<file path="src/rtl/stf_seq_gen.sv">
// L-STF sample sequencer: walks the 16-entry STF ROM NUM_REP times and streams
// the registered samples downstream, halving the first sample when windowing is on.
module stf_seq_gen #(
  parameter int NUM_REP   = 10,
  parameter int WINDOW_EN = 1
) (
  input  logic        clk,
  input  logic        rst,
  input  logic        start,
  input  logic        abort,
  output logic [3:0]  rom_addr,
  input  logic [31:0] rom_dout,
  output logic [31:0] out_iq,
  output logic        out_valid,
  input  logic        out_ready,
  output logic        out_last,
  output logic        busy,
  output logic        done
);

  typedef enum logic [0:0] {
    IDLE = 1'b0,
    RUN  = 1'b1
  } state_t;

  localparam logic [7:0] TOTAL    = 8'(16 * NUM_REP);
  localparam logic [7:0] LAST_IDX = 8'(16 * NUM_REP - 1);

  state_t     state;
  logic [7:0] cnt;
  logic       accept;

  // Handshake: a sample transfers on any rising edge where out_valid and
  // out_ready are both high; out_iq/out_last never change while out_valid=1
  // and out_ready=0, and out_valid only drops after a transfer or an abort.
  assign accept   = out_valid & out_ready;

  // cnt always holds the index of the next sample to fetch, so the ROM
  // address is simply its low nibble and the period wrap is free.
  assign rom_addr = cnt[3:0];

  // Edge window: arithmetic halving of each signed 16-bit component,
  // which rounds toward minus infinity.
  function automatic logic [31:0] win(input logic [31:0] d);
    logic signed [15:0] i_h;
    logic signed [15:0] q_h;
    i_h = d[31:16];
    q_h = d[15:0];
    if (WINDOW_EN != 0) begin
      return {i_h >>> 1, q_h >>> 1};
    end
    return d;
  endfunction

  always_ff @(posedge clk) begin
    if (rst) begin
      state     <= IDLE;
      cnt       <= 8'd0;
      out_iq    <= 32'd0;
      out_valid <= 1'b0;
      out_last  <= 1'b0;
      busy      <= 1'b0;
      done      <= 1'b0;
    end else begin
      done <= 1'b0;
      if (abort) begin
        state     <= IDLE;
        cnt       <= 8'd0;
        out_valid <= 1'b0;
        out_last  <= 1'b0;
        busy      <= 1'b0;
      end else begin
        case (state)
          IDLE: begin
            cnt       <= 8'd0;
            out_valid <= 1'b0;
            out_last  <= 1'b0;
            busy      <= 1'b0;
            if (start) begin
              out_iq    <= win(rom_dout);
              out_valid <= 1'b1;
              // A burst is at least one full period, so sample 0 is never last.
              out_last  <= 1'b0;
              cnt       <= 8'd1;
              busy      <= 1'b1;
              state     <= RUN;
            end
          end
          RUN: begin
            busy <= 1'b1;
            if (accept) begin
              if (cnt == TOTAL) begin
                out_valid <= 1'b0;
                out_last  <= 1'b0;
                done      <= 1'b1;
                busy      <= 1'b0;
                cnt       <= 8'd0;
                state     <= IDLE;
              end else begin
                out_iq   <= rom_dout;
                out_last <= (cnt == LAST_IDX);
                cnt      <= cnt + 8'd1;
              end
            end
          end
          default: begin
            state     <= IDLE;
            cnt       <= 8'd0;
            out_valid <= 1'b0;
            out_last  <= 1'b0;
            busy      <= 1'b0;
          end
        endcase
      end
    end
  end

endmodule

</file>
<file path="config.mk">
export PLATFORM = sky130hd
export DESIGN_NAME = stf_seq_gen
export DESIGN_NICKNAME = d
export VERILOG_FILES = /design/src/rtl/stf_seq_gen.sv
export SDC_FILE = /design/constraint.sdc
export NUM_CORES = 1
export LEC_CHECK = 0
export BUFFER_PORTS_ARGS = -buffer_cell sky130_fd_sc_hd__buf_4
export CAP_MARGIN = 20
export CORE_UTILIZATION = 30
export CTS_CLUSTER_SIZE = 24
export DETAILED_ROUTE_END_ITERATION = 12
export SLEW_MARGIN = 20
export SYNTH_ARGS = -nofsm -noshare
export SYNTH_HDL_FRONTEND = slang
export SYNTH_SLANG_ARGS = --single-unit
</file>
<file path="constraint.sdc">
create_clock -name clk -period 2.4 [get_ports clk]
set_input_delay 0.12 -clock clk [delete_from_list [all_inputs] [get_ports clk]]
set_output_delay 0.12 -clock clk [all_outputs]
set_load 0.03 [all_outputs]
</file>
# --- After elaboration in Yosys (flattened, before gate mapping) ---
# Index checks and enable logic that the tools add are counted.
word_totals:
  output_inout_bits: 40
  input_bits: 37
  register_bits: 44
  wordCells: 45
op_classes:
  muxes: 24
  n_bitwise: 4
  addsub: 1
  n_reduce_logical: 4
  eq_ne: 6
ops:
  columns: ["op", "count"]
  rows:
  - ["two-way mux 32 bit", 3]
  - ["one-hot mux 32 bit (2 select lines)", 1]
  - ["two-way mux 31 bit", 1]
  - ["== test 8 bit (second input constant)", 2]
  - ["two-way mux 8 bit", 2]
  - ["one-hot mux 8 bit (2 select lines)", 1]
  - ["two-way mux 1 bit", 13]
  - ["adder 8 x 1 -> 8 bit (second input constant)", 1]
  - ["one-hot mux 1 bit (2 select lines)", 3]
  - ["!= test 2 x 1 -> 1 bit (second input constant)", 2]
  - ["!= test 2 bit (second input constant)", 2]
  - ["AND reduction 4 bit", 1]
  - ["OR reduction 4 bit", 1]
  - ["NOT 1 bit", 3]
  - ["AND reduction 2 bit", 1]
  - ["OR reduction 2 bit", 1]
  - ["bitwise AND 1 bit", 1]

# --- Logic depth before layout (Yosys ltp) ---
# Gate-level depths: netlist of run 1.
logic_depth:
  ltp_word: 7
  ltp_mapped: 7
  ltp_nobuf: 6

# --- Worst setup path after synthesis of run 1 ---
# No wires, ideal clock.
synth_path:
  path_type: "reg2reg"
  start: "reg cnt[0]"
  end: "reg out_iq[23]"
  setup_ns: 0.148
  slack_ns: 0.692
  t_arrival_ns: 1.560
  required_time_ns: 2.252
  path_stages_with_launch: 8
  path_buffers: 1
  synth_period_minus_slack_ns: 1.708
  path_cell_list: "dfxtp_1 -> inv_1 -> ha_1 -> and4b_4 -> a211o_2 -> nand2_1 -> buf_2 -> a211oi_1"
synth_via:
  elab_chain_cells: 3
synth_lines:
  columns: ["item", "line", "text"]
  rows:
  - ["start, declared", "30", "logic [7:0] cnt;"]
  - ["start signal, assigned", "102", "cnt <= cnt + 8'd1;"]
  - ["== test 8 bit", "92", "if (cnt == TOTAL) begin"]
  - ["!= test 2 bit (no line)", null, null]
  - ["AND reduction 4 bit (no line)", null, null]
  - ["end signal, assigned", "80", "out_iq <= win(rom_dout);"]
  - ["end signal, assigned", "100", "out_iq <= rom_dout;"]
  - ["end, declared", "13", "output logic [31:0] out_iq,"]
# Every way passes these cells.
# A chain may end at the register's enable or synchronous reset.

# --- Worst setup path after layout of run 1 ---
layout_path:
  start: "reg cnt[0]"
  end: "reg out_iq[21]"
# Same word-level chain as after synthesis.

==> run metrics, run 1 <==
Mapped Cells approximately 220; ant diodes 0; number of global-route vias before repair between 1500 and 2000; Port Buf Inserts 76; H-tree levels 2; Largest stage delay, worst path around 0.52 ns; sw frac 0.288; num ports 77; period utilisation layout 0.886; detail-routed via count per cell a little under 5; most common cell in the netlist dfxtp_1; CTS resizes 0; # fillers ~760; Die Y roughly 90 um; crit-path cells inv_1 > ha_1 > and4b_4 > a211o_2 > nand2_2 > buf_4 > a211oi_1; Synth Net Count 257; post-synthesis to final-layout area growth 30.0%; CTS tree yes; Critical Path RT ~2.6 ns; gr busiest metal met2; root buffer cell clkbuf_8; met1 usage in global routing 0.184; met3 Usage GRT 0.0440; clock latency on the worst-skew pair ~0.3 ns; Congestion Overflow GR 0; Synth async-reset ratio 0; GRT Util Overall 0.141; fin. max-slew vios 0; Layout Skew approximately 0.0059 ns; Row Count 31; worst-margin pin slew around 0.55 ns; Post-DRT Antenna Nets 0; CP Data Arrival Time around 2.3 ns; postcts setup bufs 0; Worst setup SP type flip-flop; Num CTS Buffers 5; Core Util, Final 0.410; Fin Setup TNS 0 ns; CTS clk-pin slew, worst paths about 0.080 ns; initial core utilization 0.315; Core Footprint ~0.0074 mm^2; via count approximately 1900; Final Critical Period 2.13 ns; Comb pwr share 0.231; VDD IR max roughly 180 uV; YS warnings 0; Finish-stage setup viols 0; CTS Hold Bufs 0; register area share after synthesis 0.377; Synth Register Bits 44; fmax between 400 and 500 MHz; crit end category flip-flop; first-pass GRT wire length about 9200 um; die area about 0.008 mm^2; pin count of the biggest net entering global routing 36; initial antenna violation count 0; CP Launch Point cnt[0]; final hold vios 0; synthesized area between 0.002 and 0.0025 mm^2; routed len/inst roughly 15 um; switching power total between 400 and 500 uW; DIE WIDTH 90.2 um; Fin Hold WS ~0.014 ns; LEAKAGE 1.19 nW; hpwl dp 3930 um; Int Power 1.21 mW; Initial DRC Count 55; ranking of synthesized cells by area dfxtp_1 (38%), a211oi_2 (14%), mux2i_1 (13%); slew margin rel. 0.636; WS Path Type reg2reg; leading area contributor after synthesis dfxtp_1; nets approximately 330; Clock Path Buffers 2; ys flop type dfxtp_1; PwrDens around 560 mW/mm^2; # Max-Cap Violations 0; Yosys top cell area share 0.377; status complete, no violations; Distinct cells, synth 35; most frequent cells after synthesis dfxtp_1 (44), mux2i_1 (30), a211oi_2 (26), and3b_1 (26), buf_4 (8); Post-synth EDFFs 0; clock share of power 0.300; layout cell share with drive strength beyond 1 0.444; first-pass iteration count of the detailed router 4; unrepaired setup endpoints after global routing false; Placer Congestion 0.799; Seq pwr share 0.469; Hold Startpoint abort; clk sink count 44; Syn Area/Cell between 10 and 15 um^2; slowest CP cell a211o_2; Detailed Route WL about 5700 um; crit path max fanout 35; Crit Reg-Reg Startpoint cnt[0]; M2 GR Usage 0.220; drt drc 0; worst hold path type in2reg
==> registers in the layout, summed over array words and instances, names as in the netlist <==
| name | cells |
|---|---|
| cnt | 8 |
| out_valid | 1 |
| done | 1 |
| out_iq | 32 |
| out_last | 1 |
| state | 1 |
==> cells in the final DEF (no fill, tap or decap), types with 2 or more instances in the layout <==
cell / count
nand4_1: 5
dfxtp_1: 43
and3b_1: 26
inv_1: 3
clkbuf_8: 7
and3b_2: 4
xor2_1: 2
a21bo_2: 3
a21boi_0: 2
a21oi_1: 6
ha_1: 2
buf_4: 82
nor2_1: 6
mux2i_1: 30
nand3_1: 7
a211oi_1: 4
o21ai_0: 3
nand2_1: 6
a211oi_2: 26
nor3_1: 2
nand4b_1: 3
==> area by class of cell <==
class	instances	area (um^2)	share of cell area
Multi-Input combinational cell	150	1310	0.431
Sequential cell	44	882	0.290
Timing Repair Buffer	82	616	0.203
Tap cell	99	124	0.0408
Clock buffer	7	96.3	0.0317
Inverter	3	11.3	0.00371
==> worst paths after layout <==
kind                      to  slack, ns  cells past startpoint
setup / recovery  out_iq[21]       0.27                      7
hold reg to reg     out_last       0.46                      2
hold / removal        cnt[1]       0.01                      2
setup reg to reg  out_iq[21]       0.27                      7
==> through the flow <==
step / cells / area, um^2 / total power, mW / worst slack [ns]
2_1_floorplan: 218 / 2340 / 1.06 / 0.692
6_report: 385 / 3040 / 1.69 / 0.275
3_3_place_gp: 378 / 2940 / 1.20 / 0.355
4_1_cts: 385 / 3040 / 1.72 / 0.280
3_5_place_dp: 378 / 2940 / 1.20 / 0.293
5_1_grt: 385 / 3040 / 1.77 / 0.0726
==> power groups by stage <==
| stage | combinational (mW) | clock, mW | sequential (mW) |
|---|---|---|---|
| finish | 0.391 | 0.508 | 0.793 |
| global route | 0.418 | 0.557 | 0.799 |
| CTS | 0.397 | 0.529 | 0.793 |
| detailed placement | 0.395 | 0 | 0.809 |
| global placement | 0.392 | 0 | 0.811 |
| floorplan | 0.177 | 0 | 0.881 |
==> routing by layer <==
layer  vias to the layer above  wire length (um)
li1                        951                 -
met1                       861              2650
met2                        53              2560
met3                         7               393
met4                         0                68
met5                         -                 0
==> kinds of logic (layout without fill, tap and decap cells) <==
group,after synthesis,count (layout),share of synthesized area
simple gates,67,67,0.202
compound gates,48,48,0.206
flops,44,44,0.377
mux,30,30,0.129
buf+inv,24,92,0.0643
xor+xnor,3,3,0.0113
fa+ha+maj,2,2,0.0107
==> worst max-delay path: cells and delay by family, from the launching register on <==
family | cells | cell delay (ns)
compound gates | 2 | 0.64
flops | 1 | 0.43
buf+inv | 2 | 0.37
simple gates | 2 | 0.33
fa+ha+maj | 1 | 0.20
Note: power is estimated with default switching activity, not from simulation.
==> run 2: changes to the inputs <==
- HOLD_SLACK_MARGIN: unset -> 0.1
- MAX_ROUTING_LAYER: unset -> met4
- clock period: 2.4 -> 2.7 ns (I/O delays scaled with it)
==> run metrics, run 2 (synthesis results as in run 1) <==
switching power total approximately 450 uW; nets between 300 and 400; Clock Path Buffers 2; most frequent cells in the layout buf_4 (82), dfxtp_1 (43), mux2i_1 (30); CP Data Arrival Time between 2 and 2.5 ns; Crit Reg-Reg Startpoint cnt[0]; root buffer cell clkbuf_8; CTS tree yes; Port Buf Inserts 76; Finish-stage setup viols 0; DIE WIDTH 90.2 um; num ports 77; crit path max fanout 35; hpwl dp between 4000 and 5000 um; Detailed Route WL around 5700 um; slew margin rel. 0.492; detail-routed via count per cell roughly 4.9; Place WS approximately 0.63 ns; Core Footprint 0.00741 mm^2; Comb pwr share 0.237; Fin Setup TNS 0 ns; drt drc 0; worst hold path type in2reg; initial core utilization 0.315; postcts setup bufs 0; crit end category flip-flop; first-pass iteration count of the detailed router 4; # fillers between 700 and 800; met2 wire length 2710 um; die area between 0.008 and 0.009 mm^2; CTS resizes 0; placed cells about 380; fmax between 400 and 500 MHz; Row Count 31; pin count of the biggest net entering global routing 36; Hold Startpoint start; PnR worst setup slack about 0.61 ns; max FFs per register 32; clk sink count 44; Core Util, Final 0.411; worst-margin pin slew 0.763 ns; VDD IR max 218 uV; WL met1 roughly 2700 um; commonest non-fill, non-tap cell in the layout buf_4; number of global-route vias before repair just under 2000; clock latency on the worst-skew pair 0.29 ns; sw frac 0.304; PwrDens 485 mW/mm^2; Placer Congestion roughly 0.8; CTS clk-pin slew, worst paths 0.09 ns; layout cell share with drive strength beyond 1 0.444; WS Path Type reg2reg; LEAKAGE between 1 and 1.5 nW; Layout Skew roughly 0.0063 ns; dpl cell area ~0.003 mm^2; met3 wire len ~260 um; Finished Layout Cells between 300 and 400; Seq pwr share 0.477; post-synthesis to final-layout area growth 30.3%; clock share of power 0.285; Worst setup SP type flip-flop; Die Y ~90 um; GRT Util Overall 0.147; initial antenna violation count 0; Congestion Overflow GR 0; Critical Path RT about 2.9 ns; # Max-Cap Violations 0; fin area ~0.0030 mm^2; final hold vios 0; routed len/inst about 15 um; ant diodes 0; Num CTS Buffers 5; Top Registers out_iq (32), cnt (8); Largest Register out_iq; via count 1891; Int Power approximately 1 mW; fin. max-slew vios 0; CTS Hold Bufs 1; first-pass GRT wire length roughly 9600 um; top sig layer met4; unrepaired setup endpoints after global routing false; status complete, no violations; Initial DRC Count 65; H-tree levels 2; CP Launch Point cnt[0]; period utilisation layout 0.772; Final Critical Period ~2.1 ns; Post-DRT Antenna Nets 0
[run 2: cell types whose count changed in the layout (fill, tap and decap cells not counted), sizes merged]
cell         before  now
dlygate4sd3       0    1
clkinv            0    1
clkbuf            7    5
clkinvlp          0    2
[run 2: power by group through the flow]
stage          registers [mW]  logic (mW)  clock network (mW)
6_report                0.705       0.350               0.421
3_3_place_gp            0.722       0.349                   0
5_1_grt                 0.710       0.375               0.466
2_1_floorplan           0.783       0.157                   0
4_1_cts                 0.706       0.355               0.438
3_5_place_dp            0.720       0.352                   0
[run 2: cell type report]
class	instances	area [um^2]	share of cell area
timing repair buffer	83	626	0.206
clock inverter	3	23.8	0.00781
inverter	3	11.3	0.00370
sequential	44	882	0.290
clock buffer	5	68.8	0.0226
multi-input combinational	150	1310	0.430
tap	99	124	0.0407
[run 2: routing by layer]
metal | vias up | track usage
met5 | - | -
met4 | 0 | 0.0323
met3 | 2 | 0.0355
met2 | 46 | 0.235
met1 | 890 | 0.188
li1 | 953 | -
[run 2: through the flow]
step	hold slack [ns]	total power, mW
floorplan	0.214	0.940
global placement	0.349	1.07
detailed placement	0.353	1.07
CTS	0.117	1.50
global route	0.124	1.55
finish	0.124	1.48
[run 2: worst paths after layout]
kind	end	slack [ns]	cells past startpoint
worst min-delay path	state	0.12	2
worst max-delay path	out_iq[23]	0.61	7
worst min register to register	out_last	0.46	2
worst max register to register	out_iq[23]	0.61	7
[run 2: critical path, cell delays in order (launching register included)]
cell      delay [ns]
dfxtp_1         0.43
inv_1           0.08
ha_1            0.20
and4b_4         0.18
a211o_2         0.52
nand2_2         0.14
buf_4           0.28
a211oi_1        0.11
==> run 3: changes to the inputs <==
- ABC_AREA: unset -> 1
- clock period: 2.7 -> 1.8 ns (I/O delays scaled with it)
==> run metrics, run 3 <==
Mapped Cells between 400 and 500; Syn Area/Cell about 6.2 um^2; clk sink count 44; commonest non-fill, non-tap cell in the layout nand2_1; Fin Hold WS between 0.1 and 0.15 ns; WHS Endpoint out_iq[15]; period utilisation layout 0.857; Core Footprint 0.00826 mm^2; synthesized area roughly 0.0026 mm^2; layout cell share with drive strength beyond 1 0.205; Post-DRT Antenna Nets 0; clock latency on the worst-skew pair approximately 0.29 ns; VDD IR max roughly 260 uV; Clock Path Buffers 2; first-pass iteration count of the detailed router 4; worst-margin pin slew between 0.5 and 0.6 ns; most frequent cells in the layout nand2_1 (121), buf_4 (84), inv_1 (81); initial core utilization 0.313; Worst setup SP type flip-flop; CP Buf/Inv Count 4; clock share of power 0.282; post-synthesis to final-layout area growth 30.3%; drt drc 0; hpwl dp roughly 5000 um; Placer Congestion approximately 0.83; most common cell in the netlist nand2_1; ys flop type dfxtp_1; pin count of the biggest net entering global routing 30; slew margin rel. 0.657; Initial DRC Count 70; leading area contributor after synthesis dfxtp_1; R2R cell count 10; placed cells 582; Finish-stage setup viols 0; Fin Setup TNS 0 ns; Critical Path Stages 10; R2R setup slack 0.26 ns; YS warnings 0; routed len/inst roughly 11 um; CP most frequent cell inv_1; Finished Layout Cells between 500 and 600; Synth async-reset ratio 0; ant diodes 0; Final Critical Period 1.54 ns; crit-path cells inv_1 > ha_1 > inv_1 > nor2_1 > nand3_2 > nand3_2 > buf_4 > nand2_1 > inv_1 > nor2_1; DIE WIDTH roughly 95 um; number of global-route vias before repair approximately 2400; Yosys top cell area share 0.341; hold path cells 5; Int Power around 1.6 mW; Hold Startpoint rom_dout[15]; unrepaired setup endpoints after global routing false; slowest CP cell dfxtp_1; detail-routed via count per cell between 4 and 5; PwrDens ~670 mW/mm^2; via count approximately 2600; fmax about 650 MHz; Post-synth EDFFs 0; Largest stage delay, worst path 0.35 ns; Synth Register Bits between 40 and 50; switching power total approximately 700 uW; Crit Reg-Reg Startpoint cnt[0]; crit path max fanout 17; GRT Util Overall 0.159; final hold vios 0; Largest Register out_iq; die area about 0.009 mm^2; worst hold path type in2reg; Layout Skew slightly above 0.007 ns; WS Path Type reg2reg; CTS tree yes; Row Count 33; fin. max-slew vios 0; Die Y between 90 and 100 um; # Max-Cap Violations 0; first-pass GRT wire length 11000 um; Comb pwr share 0.252; LEAKAGE approximately 1.7 nW; CP Data Arrival Time ~1.7 ns; max FFs per register 32; Distinct cells, synth 21; nets between 500 and 600; Port Buf Inserts 76; most frequent cells after synthesis nand2_1 (121), inv_1 (81), nor2_1 (46); Top Registers out_iq (32), cnt (8); postcts setup bufs 0; root buffer cell clkbuf_8; Num CTS Buffers 5; Detailed Route WL roughly 6700 um; ranking of synthesized cells by area dfxtp_1 (34%), nand2_1 (18%), inv_1 (12%); CTS clk-pin slew, worst paths 0.08 ns; FF-to-FF End out_iq[27]; crit-path leading delay family buffers and inverters; Critical Path RT 1.99 ns; register area share after synthesis 0.341; Seq pwr share 0.466; initial antenna violation count 0; Synth Net Count between 400 and 500; crit end category flip-flop; num ports 77; Congestion Overflow GR 0; H-tree levels 2; status complete, no violations; sw frac 0.306
## run 3: cell count changes in the layout (fill, tap and decap cells not counted), moves of 6 or more
cell	delta
nand2_1	+115
inv_1	+78
nor2_1	+40
mux2i_1	-30
nand4_1	+27
a211oi_2	-26
and3b_1	-26
a21boi_0	+24
a21oi_1	+6
## run 3: layout make-up
type | instances | area [um^2]
clock buffers | 8 | 90.1
fillers | 939 | 4890
inverters | 85 | 319
multi-input cells | 261 | 1240
flip-flops and latches | 44 | 881
well taps | 105 | 131
repair buffers | 89 | 711
## run 3: logic make-up after synthesis
group | after synthesis | synth area share
flops | 44 | 0.341
simple gates | 215 | 0.356
compound gates | 44 | 0.113
buf+inv | 111 | 0.181
fa+ha+maj | 2 | 0.00968
## run 3: timing repair
action	in CTS	in global routing
gates resized for setup	0	0
hold endpoints to repair	1	0
hold buffers	2	0
## run 3: power by group through the flow
stage / Clock [mW] / Combinational [mW] / Sequential, mW
global placement: 0 / 0.567 / 1.08
finish: 0.641 / 0.572 / 1.06
CTS: 0.673 / 0.577 / 1.06
global route: 0.718 / 0.639 / 1.07
detailed placement: 0 / 0.571 / 1.08
floorplan: 0 / 0.250 / 1.18
## run 3: stage by stage
stage	power (mW)	cell area, um^2	utilization	worst slack, ns
floorplan	1.43	2580	-	0.403
global placement	1.65	3260	0.395	0.280
CTS	2.31	3370	0.408	0.226
detailed placement	1.65	3260	0.395	0.246
global route	2.42	3370	0.408	0.0885
finish	2.27	3370	0.408	0.257
## run 3: worst max path at each step
stage	slack [ns]	from	endpoint
2_1_floorplan	0.40	state	out_iq[9]
3_3_place_gp	0.28	cnt[0]	out_iq[17]
3_5_place_dp	0.25	cnt[0]	out_iq[27]
4_1_cts	0.23	cnt[0]	out_iq[27]
5_1_grt	0.09	cnt[0]	out_iq[15]
6_report	0.26	cnt[0]	out_iq[27]
## run 3: worst min-delay path: stages
cell	delay, ns
buf_4	0.08
inv_1	0.04
nand4_1	0.07
nand2_1	0.04
nor2_1	0.06
## run 3: per-layer routing
layer | global-route usage | part of all wire | up-vias
met5 | - | 0 | -
met4 | 0.0492 | 0.011 | 0
met3 | 0.0346 | 0.052 | 6
met2 | 0.264 | 0.48 | 66
met1 | 0.191 | 0.46 | 1142
li1 | - | - | 1412
